**src/rtl/logic_avalon_mm_pkg.sv**
```systemverilog
// Shared types for the Avalon-MM pipeline bridge.
package logic_avalon_mm_pkg;

    typedef enum logic [1:0] {
        RESP_OKAY        = 2'b00,
        RESP_RESERVED    = 2'b01,
        RESP_SLVERR      = 2'b10,
        RESP_DECODEERROR = 2'b11
    } response_t;

endpackage

```
**src/rtl/logic_avalon_mm_bridge_buffer.sv**
```systemverilog
// Generic 2-entry registered FIFO; full_q is a flop so it can feed a stall
// output without a combinational path from the push side.
module logic_avalon_mm_bridge_buffer #(
    parameter int WIDTH = 8
) (
    input  logic             clk,
    input  logic             reset_n,
    input  logic             push,
    input  logic [WIDTH-1:0] din,
    input  logic             pop,
    output logic [WIDTH-1:0] dout,
    output logic             full_q,
    output logic             empty
);

    logic [1:0][WIDTH-1:0] mem_q, mem_d;
    logic                  wr_ptr_q, wr_ptr_d;
    logic                  rd_ptr_q, rd_ptr_d;
    logic [1:0]            count_q, count_d;
    logic                  full_d;
    logic                  push_ok, pop_ok;

    always_comb begin
        push_ok  = push & !full_q;
        pop_ok   = pop & (count_q != 2'd0);
        mem_d    = mem_q;
        wr_ptr_d = wr_ptr_q;
        rd_ptr_d = rd_ptr_q;
        count_d  = count_q;
        if (push_ok) begin
            mem_d[wr_ptr_q] = din;
            wr_ptr_d        = ~wr_ptr_q;
        end
        if (pop_ok) rd_ptr_d = ~rd_ptr_q;
        case ({push_ok, pop_ok})
            2'b10:   count_d = count_q + 2'd1;
            2'b01:   count_d = count_q - 2'd1;
            default: count_d = count_q;
        endcase
        full_d = (count_d == 2'd2);
    end

    always_ff @(posedge clk or negedge reset_n) begin
        if (!reset_n) begin
            mem_q    <= '0;
            wr_ptr_q <= 1'b0;
            rd_ptr_q <= 1'b0;
            count_q  <= 2'd0;
            full_q   <= 1'b0;
        end else begin
            mem_q    <= mem_d;
            wr_ptr_q <= wr_ptr_d;
            rd_ptr_q <= rd_ptr_d;
            count_q  <= count_d;
            full_q   <= full_d;
        end
    end

    assign dout  = mem_q[rd_ptr_q];
    assign empty = (count_q == 2'd0);

endmodule

```
**src/rtl/logic_avalon_mm_bridge.sv**
```systemverilog
// Avalon-MM pipeline bridge: buffered command path, one-stage response path,
// and credit counters capping in-flight read beats and write responses.
module logic_avalon_mm_bridge
    import logic_avalon_mm_pkg::*;
#(
    parameter int DATA_BYTES         = 4,
    parameter int ADDRESS_WIDTH      = 32,
    parameter int BURSTCOUNT_WIDTH   = 4,
    parameter int MAX_PENDING_READS  = 16,
    parameter int MAX_PENDING_WRITES = 4,
    parameter int USE_WRITE_RESPONSE = 1
) (
    input  logic                        clk,
    input  logic                        reset_n,
    input  logic                        s_read,
    input  logic                        s_write,
    input  logic [ADDRESS_WIDTH-1:0]    s_address,
    input  logic [DATA_BYTES*8-1:0]     s_writedata,
    input  logic [DATA_BYTES-1:0]       s_byteenable,
    input  logic [BURSTCOUNT_WIDTH-1:0] s_burstcount,
    output logic                        s_waitrequest,
    output logic [DATA_BYTES*8-1:0]     s_readdata,
    output logic                        s_readdatavalid,
    output logic                        s_writeresponsevalid,
    output response_t                   s_response,
    output logic                        m_read,
    output logic                        m_write,
    output logic [ADDRESS_WIDTH-1:0]    m_address,
    output logic [DATA_BYTES*8-1:0]     m_writedata,
    output logic [DATA_BYTES-1:0]       m_byteenable,
    output logic [BURSTCOUNT_WIDTH-1:0] m_burstcount,
    input  logic                        m_waitrequest,
    input  logic [DATA_BYTES*8-1:0]     m_readdata,
    input  logic                        m_readdatavalid,
    input  logic                        m_writeresponsevalid,
    input  response_t                   m_response
);

    localparam int DW     = DATA_BYTES * 8;
    localparam int RDW    = $clog2(MAX_PENDING_READS + 2**BURSTCOUNT_WIDTH + 1);
    localparam int WRW    = $clog2(MAX_PENDING_WRITES + 2);
    localparam bit USE_WR = (USE_WRITE_RESPONSE != 0);

    typedef struct packed {
        logic                        read;
        logic                        write;
        logic [ADDRESS_WIDTH-1:0]    address;
        logic [DW-1:0]               writedata;
        logic [DATA_BYTES-1:0]       byteenable;
        logic [BURSTCOUNT_WIDTH-1:0] burstcount;
    } cmd_t;

    cmd_t                        push_cmd, head_cmd;
    logic                        buf_full_q, buf_empty;
    logic                        accept, first_beat, read_block, write_block;
    logic                        rd_inc, wr_inc, wr_dec, rd_underflow, wr_underflow;
    logic [RDW-1:0]              rd_pending_q, rd_pending_d, rd_sum;
    logic [WRW-1:0]              wr_pending_q, wr_pending_d, wr_sum;
    logic [BURSTCOUNT_WIDTH-1:0] beat_cnt_q, beat_cnt_d;
    logic [DW-1:0]               s_readdata_q, s_readdata_d;
    logic                        s_readdatavalid_q, s_readdatavalid_d;
    logic                        s_writeresponsevalid_q, s_writeresponsevalid_d;
    response_t                   s_response_q, s_response_d;

    // Only the first beat of a write burst consumes a write credit.
    assign first_beat    = (beat_cnt_q == '0);
    assign read_block    = s_read & ((rd_pending_q + RDW'(s_burstcount)) > RDW'(MAX_PENDING_READS));
    assign write_block   = s_write & first_beat & USE_WR & (wr_pending_q == WRW'(MAX_PENDING_WRITES));
    assign s_waitrequest = buf_full_q | read_block | write_block;
    assign accept        = (s_read | s_write) & !s_waitrequest;

    // A read+write collision is forwarded as a write.
    always_comb begin
        push_cmd.read       = s_read & !s_write;
        push_cmd.write      = s_write;
        push_cmd.address    = s_address;
        push_cmd.writedata  = s_writedata;
        push_cmd.byteenable = s_byteenable;
        push_cmd.burstcount = s_burstcount;
    end

    always_comb begin
        rd_inc       = accept & s_read & !s_write;
        wr_inc       = accept & s_write & first_beat & USE_WR;
        wr_dec       = m_writeresponsevalid & USE_WR;
        rd_sum       = rd_pending_q + (rd_inc ? RDW'(s_burstcount) : RDW'(0));
        wr_sum       = wr_pending_q + WRW'(wr_inc);
        rd_underflow = m_readdatavalid & (rd_sum == '0);
        wr_underflow = wr_dec & (wr_sum == '0);
        rd_pending_d = rd_sum;
        wr_pending_d = wr_sum;
        if (m_readdatavalid && !rd_underflow) rd_pending_d = rd_sum - RDW'(1);
        if (wr_dec && !wr_underflow)          wr_pending_d = wr_sum - WRW'(1);

        beat_cnt_d = beat_cnt_q;
        if (accept && s_write) begin
            if (!first_beat)                beat_cnt_d = beat_cnt_q - 1'b1;
            else if (s_burstcount != '0)    beat_cnt_d = s_burstcount - 1'b1;
        end

        s_readdata_d           = m_readdata;
        s_readdatavalid_d      = m_readdatavalid;
        s_writeresponsevalid_d = m_writeresponsevalid & USE_WR;
        s_response_d           = m_response;
    end

    always_ff @(posedge clk or negedge reset_n) begin
        if (!reset_n) begin
            rd_pending_q           <= '0;
            wr_pending_q           <= '0;
            beat_cnt_q             <= '0;
            s_readdata_q           <= '0;
            s_readdatavalid_q      <= 1'b0;
            s_writeresponsevalid_q <= 1'b0;
            s_response_q           <= RESP_OKAY;
        end else begin
            rd_pending_q           <= rd_pending_d;
            wr_pending_q           <= wr_pending_d;
            beat_cnt_q             <= beat_cnt_d;
            s_readdata_q           <= s_readdata_d;
            s_readdatavalid_q      <= s_readdatavalid_d;
            s_writeresponsevalid_q <= s_writeresponsevalid_d;
            s_response_q           <= s_response_d;
        end
    end

    logic_avalon_mm_bridge_buffer #(.WIDTH($bits(cmd_t))) u_buf (
        .clk     (clk),
        .reset_n (reset_n),
        .push    (accept),
        .din     (push_cmd),
        .pop     (!m_waitrequest),
        .dout    (head_cmd),
        .full_q  (buf_full_q),
        .empty   (buf_empty)
    );

    assign m_read               = !buf_empty & head_cmd.read;
    assign m_write              = !buf_empty & head_cmd.write;
    assign m_address            = head_cmd.address;
    assign m_writedata          = head_cmd.writedata;
    assign m_byteenable         = head_cmd.byteenable;
    assign m_burstcount         = head_cmd.burstcount;
    assign s_readdata           = s_readdata_q;
    assign s_readdatavalid      = s_readdatavalid_q;
    assign s_writeresponsevalid = s_writeresponsevalid_q;
    assign s_response           = s_response_q;

`ifndef SYNTHESIS
    // Responses arriving before any new command are stragglers from before a
    // reset; they legitimately hit an empty counter and are not flagged.
    logic cmd_seen_q;
    always_ff @(posedge clk or negedge reset_n) begin
        if (!reset_n)    cmd_seen_q <= 1'b0;
        else if (accept) cmd_seen_q <= 1'b1;
    end

    always_ff @(posedge clk) begin
        if (reset_n) begin
            assert (!(s_read && s_write)) else $error("s_read and s_write both asserted");
            assert (!(cmd_seen_q && (rd_underflow || wr_underflow))) else $error("credit counter underflow");
        end
    end
`endif

endmodule

```
**config.mk**
```make
export PLATFORM = sky130hd
export DESIGN_NAME = logic_avalon_mm_bridge
export DESIGN_NICKNAME = d
export VERILOG_FILES = /design/src/rtl/logic_avalon_mm_pkg.sv /design/src/rtl/logic_avalon_mm_bridge_buffer.sv /design/src/rtl/logic_avalon_mm_bridge.sv
export SDC_FILE = /design/constraint.sdc
export NUM_CORES = 1
export LEC_CHECK = 0
export CAP_MARGIN = 20
export CORE_ASPECT_RATIO = 1.4
export CORE_MARGIN = 2
export CORE_UTILIZATION = 45
export CTS_CLUSTER_DIAMETER = 60
export DETAILED_ROUTE_END_ITERATION = 8
export PLACE_DENSITY = 0.74
export SYNTH_ARGS = -nofsm -noshare
export SYNTH_HDL_FRONTEND = slang
export SYNTH_SLANG_ARGS = --single-unit
```
**constraint.sdc**
```tcl
create_clock -name clk -period 4.3 [get_ports clk]
set_clock_uncertainty 0.2 [all_clocks]
set_input_delay 0.86 -clock clk [delete_from_list [all_inputs] [get_ports clk]]
set_output_delay 0.86 -clock clk [all_outputs]
set_load 0.02 [all_outputs]
```
* Word level (Yosys, flattened, before mapping) *
Cells that the tools add are included.

word-level totals
  register bits = 202
  memory bits (writable) = 0
  bits in latches = 0
  input bits = 113
  memories kept = 0
  bits in read-only memories = 0
  output and inout port bits = 111

operators by class
  bitwise gates (word level) = 20
  multipliers = 0
  $lt $le $gt $ge = 4
  divide/modulo/power cells = 0
  eq/ne operators = 5
  multiplexer cells = 11
  shift-type cells = 0
  reduce and logical (&&, ||, !) cells = 18
  add/subtract/negate cells = 9

operators with widths
  cell                 number
  $mux 74              3
  $bwmux 148           1
  $demux 74 s1         1
  $and 1x1->1          15
  $add 6x4->6          2
  $mux 4               3
  $sub 4x1->4 const B  2
  $logic_not 1->1      7
  $gt 6x5->1 const B   1
  $logic_not 6->1      1
  $mux 6               1
  $sub 6x1->6 const B  1
  $eq 2x2->1 const B   2
  $logic_and 1x1->1    4
  $logic_not 4->1      1
  $lt 1x2->1 const B   2
  $pmux 2 s2           1
  $reduce_bool 4->1    1
  $add 3x1->3          1
  $eq 3x3->1 const B   1
  $logic_not 3->1      1
  $mux 3               1
  $or 1x1->1           3
  $sub 3x1->3 const B  1
  9 further kinds      10

* Depth between registers and ports, before layout *
  word-level depth = 16
  mapped depth = 17

* Hierarchy *
From an unflattened synthesis, not the netlist that was laid out.

unflattened totals
  cells, all modules = 592
  area, all modules = 9112.5 sq um

by module, submodules not included
  module                         cells an instance  area an instance (sq um)  seq. area each (sq um)  instances
  logic_avalon_mm_bridge_buffer  415                6880.3                    3828.7                  1
  logic_avalon_mm_bridge         177                2232.1                    1226.2                  1

* Worst setup path after synthesis *
No wires, ideal clock.

  kind = input to register
  start = input port s_burstcount[0]
  end = register rd_pending_q[3]
  arrival = 4.803 ns
  data required time = 4.021 ns
  setup time = 0.079 ns
  path buffers = 0
  stages = 16
  slack = -0.782 ns
  cells stage by stage = ha_1 -> fa_1 -> or3_1 -> a2111oi_2 -> nor4_2 -> nor3b_4 -> and3_1 -> ha_1 -> inv_1 -> fa_1 -> xnor2_1 -> nor2b_1 -> mux2_2 -> nor4bb_1 -> nor4_1 -> xor2_1

between the ends
  longest elaborated chain between the ends = 16
  elaborated cells between the ends (all ways) = 17
  those cells by class = 3 x add/sub; 1 x order compare; 2 x mux; 7 x bitwise; 4 x reduce/logical

RTL lines
  element                                                              line                           source
  start, declared                                                      logic_avalon_mm_bridge.sv:20   input logic [BURSTCOUNT_WIDTH-1:0] s_burstcount,
  $add 6x4->6                                                          logic_avalon_mm_bridge.sv:67   assign read_block = s_read & ((rd_pending_q + RDW'(s_burstcount)) > RDW'(MAX_PENDING_READS));
  $gt 6x5->1                                                           logic_avalon_mm_bridge.sv:67
  $and 1x1->1                                                          logic_avalon_mm_bridge.sv:67
  $or 1x1->1 (2 in a row)                                              logic_avalon_mm_bridge.sv:69   assign s_waitrequest = buf_full_q | read_block | write_block;
  $logic_not 1->1                                                      logic_avalon_mm_bridge.sv:70   assign accept = (s_read | s_write) & !s_waitrequest;
  $and 1x1->1                                                          logic_avalon_mm_bridge.sv:70
  $and 1x1->1 (2 in a row)                                             logic_avalon_mm_bridge.sv:83   rd_inc = accept & s_read & !s_write;
  $mux 4 *                                                             logic_avalon_mm_bridge.sv:86   rd_sum = rd_pending_q + (rd_inc ? RDW'(s_burstcount) : RDW'(0));
  $add 6x4->6 *                                                        logic_avalon_mm_bridge.sv:86
  parallel branches: the longest is 4 deep, another holds $sub 6x1->6  --
  $mux 6 *                                                             logic_avalon_mm_bridge.sv:92   if (m_readdatavalid && !rd_underflow) rd_pending_d = rd_sum - RDW'(1);
  net rd_pending_d[3]                                                  logic_avalon_mm_bridge.sv:57   logic [RDW-1:0] rd_pending_q, rd_pending_d, rd_sum;
  end signal, assigned                                                 logic_avalon_mm_bridge.sv:117  rd_pending_q <= rd_pending_d;
  end, declared                                                        logic_avalon_mm_bridge.sv:57

Mark *: on every way through the listed nets, which the timed path passes.
A chain may end at the register's enable or synchronous reset.

* Worst setup path after layout *
  start = input port s_burstcount[0]
  end = register rd_pending_q[5]

Same word-level chain as after synthesis.

==> summary.md <==
| Metric | Value |
|---|---|
| Outcome | complete, but fails checks |
| Failing checks | setup timing |
| R2R depth | 16 |
| Xor and xnor area share after synthesis | 1.49% |
| Int Pwr | 6490 uW |
| Reg-to-reg critical path startpoint | rd_pending_q[0] |
| Core area | 19,200 um2 |
| Mapped Nets | 726 |
| Final Hold Viols | 0 |
| Min-Delay Path Class | in2async |
| Worst slew pin tran | 0.750 ns |
| CTS tree | done |
| FF+latch area | 5060 um2 |
| Minimum clock period | 4.44 ns |
| Worst rel slew slack | 50.0% |
| Die H | 170 um |
| Post-DR wirelength/cell | 18.8 um |
| I/O Buffers | around 220 |
| Top post-synthesis cells by count | dfrtp_1, mux2_1, mux2_2, ha_1 |
| Nets@finish | 987 |
| Critical Path RT | 4.46 ns |
| Routability cong. | 0.788 |
| Ant diodes | 0 |
| # fillers | 1,477 |
| Clock Path Buffers | 3 |
| Switching Share | between 30% and 40% |
| Max Clk Rate | ~230 MHz |
| Num CTS Buffers | 21 |
| Post-Synth Adder-Cell Area | 2.73% |
| Antenna-violating nets left | 0 |
| Root Driver | clkbuf_16 |
| DRC Markers | 0 |
| Power density over cell area | 816 nW/um2 |
| Most frequent cell after synthesis | dfrtp_1 |
| Combinational family with the most area after synthesis | multiplexers |
| Yosys top cell area share | a little under three fifths |
| First drt pass iteration count | 4 |
| Initial antenna violation count | 0 |
| Peak VDD IR | ~510 uV |
| Pins over their slew limit | 0 |
| YS warnings | 0 |
| Starting Density | 45.9% |
| CTS Sinks | approximately 200 |
| Sequential Power Share | 31.8% |
| Critical path's slowest cell | fa_1 |
| Vias | 5,837 |
| CP startpoint | s_burstcount[0] |
| CP peak stage delay | 0.50 ns |
| Row cnt | 60 |
| Worst setup EP type | flip-flop |
| Hold_buf cts | 0 |
| I/O pin count | 224 |
| Multi-input gate area | 3700 um2 |
| Cells after Synth | 595 |
| Final period util | 103% |
| Max_cap viols | 0 |
| Post-synthesis sequential area ratio | 57.3% |
| # H-tree levels | 1 |
| Synth Cell Area | 8810 um2 |
| Avg Synthesized Cell Area | 14.8 um2 |
| Compound-cell area share of the yosys netlist | between 3 and 4% |
| Worst-path clk slew | 0.06 ns |
| Pin count of the biggest net entering global routing | 98 |
| DP HPWL | 14,600 um |
| Seq cells post-synth | approximately 200 |
| Most common cell on crit path | ha_4 |
| Reg2reg end | rd_pending_q[5] |
| Area leader, netlist | dfrtp_1 |
| Clock power share | 16.9% |
| RSZ-0062 raised after global routing | yes |
| WS Path Type | in2reg |
| Die span in x | 122 um |
| Combinational Power Share | 51.3% |
| Gr ovfl total | 0 |
| Hold_ws | 0.238 ns |
| Multiplexer share of the synthesized area | ~29% |
| Layout area overhead | 40.4% |
| Vias in the first global route | 6,598 |
| Final setup vio count | 6 |
| DRT iter0 DRCs | 294 |
| Die area | 20,700 um2 |
| Final wirelength | 21,000 um |
| Synth area leaders | dfrtp_1, mux2_1, mux2_2 |
| Leakage | 0.00528 uW |
| Cells along the critical path | buf_8, ha_4, fa_1, or3_4, a2111oi_4, nor4_4, nor3b_4, and3_4, ha_4, inv_2, fa_2, nand2b_4, a21oi_4, xnor2_4, nor3_1, nand4_1, mux2_2 |
| Synth cell types | 45 |
| CP Max Fanout | 3 |
| Setup TNS | -0.596 ns |
| Sw Pwr | 3610 uW |
| Critical Path Start Type | primary input |
| Post-synthesis simple-gate area fraction | a little under 4% |
| GRT Total Usage | between 20% and 30% |
| Share of layout cells above drive strength 1 | 20.7% |
| PnR worst setup slack | -0.136 ns |
| Async SR Flop Fraction | 100% |
| Post-synth EDFFs | 0 |
| Later-pin clock latency in the skew report | 0.48 ns |
| R2R setup slack | -0.11 ns |
| Top FF cell, synth | dfrtp_1 |
| First-pass GRT wire length | 33,300 um |
| DR vias/cell | 5.23 |
| Critical path arrival | approximately 4.6 ns |
-- power by group through the flow --
stage          Clock (uW)  Combinational [uW]  Sequential, uW
5_1_grt              1850                5530            3300
4_1_cts              1770                5190            3210
3_5_place_dp            0                5090            3240
2_1_floorplan           0                3150            3080
3_3_place_gp            0                4930            3160
6_report             1710                5180            3210
-- stage by stage --
step                cells  setup slack [ns]  total power (uW)  area, um2  util, %
floorplan             595            -0.427              6230       8910        -
global placement     1076            -0.771              8090      11600     60.3
detailed placement   1076            -0.944              8330      11600     60.3
CTS                  1115           -0.0418             10200      12300     64.1
global route         1117            -0.303             10700      12400     64.4
finish               1117            -0.136             10100      12400     64.4
-- how the worst max path moves through the flow --
stage                                 end  cells past startpoint
after CTS                 rd_pending_q[2]                     18
after global routing      rd_pending_q[2]                     16
after detailed placement  rd_pending_q[3]                     18
after global placement    rd_pending_q[3]                     18
after floorplan           rd_pending_q[1]                     16
final                     rd_pending_q[5]                     17
-- layout by cell type (no fill, tap or decap), types with 7 or more instances in the layout --
cell type	n
clkdlybuf4s50_1	218
dfrtp_1	200
mux2_1	138
mux2_2	80
buf_4	31
clkbuf_16	21
nor2_1	14
ha_1	14
inv_1	13
nand2_1	7
mux2i_1	7
clkbuf_1	7
-- registers in the layout, summed over array words and instances (netlist names) --
| signal | flops |
|---|---|
| u_buf.mem_q | 148 |
| s_readdata | 32 |
| rd_pending_q | 6 |
| beat_cnt_q | 4 |
| wr_pending_q | 3 |
| s_response | 2 |
| u_buf.count_q | 2 |
| s_readdatavalid | 1 |
| s_writeresponsevalid | 1 |
| u_buf.full_q | 1 |
| u_buf.rd_ptr_q | 1 |
| u_buf.wr_ptr_q | 1 |
-- cell type report --
class	instances	area share [%]
Sequential cell	202	40.9
Multi-Input combinational cell	355	29.9
Timing Repair Buffer	262	21.1
Clock buffer	30	4.68
Tap cell	248	2.51
Clock inverter	6	0.505
Inverter	14	0.425
-- cells by family (layout without fill, tap and decap cells) --
family	after synthesis	count (layout)
compound gates	35	35
mux	225	225
buf+inv	38	312
flops	202	202
simple gates	62	62
xor+xnor	15	15
fa+ha+maj	18	18
-- repair_timing --
action,CTS,global route
resized for setup,21,12
pin swaps,11,7
endpoints found under the setup margin,10,9
buffers inserted,3,1
-- critical path, delay by kind of cell --
kind | cells | cell delay [ns]
AO/OA/AOI/OAI | 2 | 0.57
XOR/XNOR | 1 | 0.10
adder cells (fa/ha/maj) | 4 | 1.19
buffers and inverters | 2 | 0.14
multiplexers | 1 | 0.29
AND/OR/NAND/NOR | 7 | 1.43
-- layer usage --
layer | track usage (%) | routed length [um] | vias up
li1 | - | - | 2642
met1 | 21.4 | 7420 | 2997
met2 | 39.8 | 12100 | 153
met3 | 3.09 | 903 | 45
met4 | 6.90 | 626 | 0
met5 | 0 | 0 | -
No activity file was read; power rests on OpenSTA's default activity.
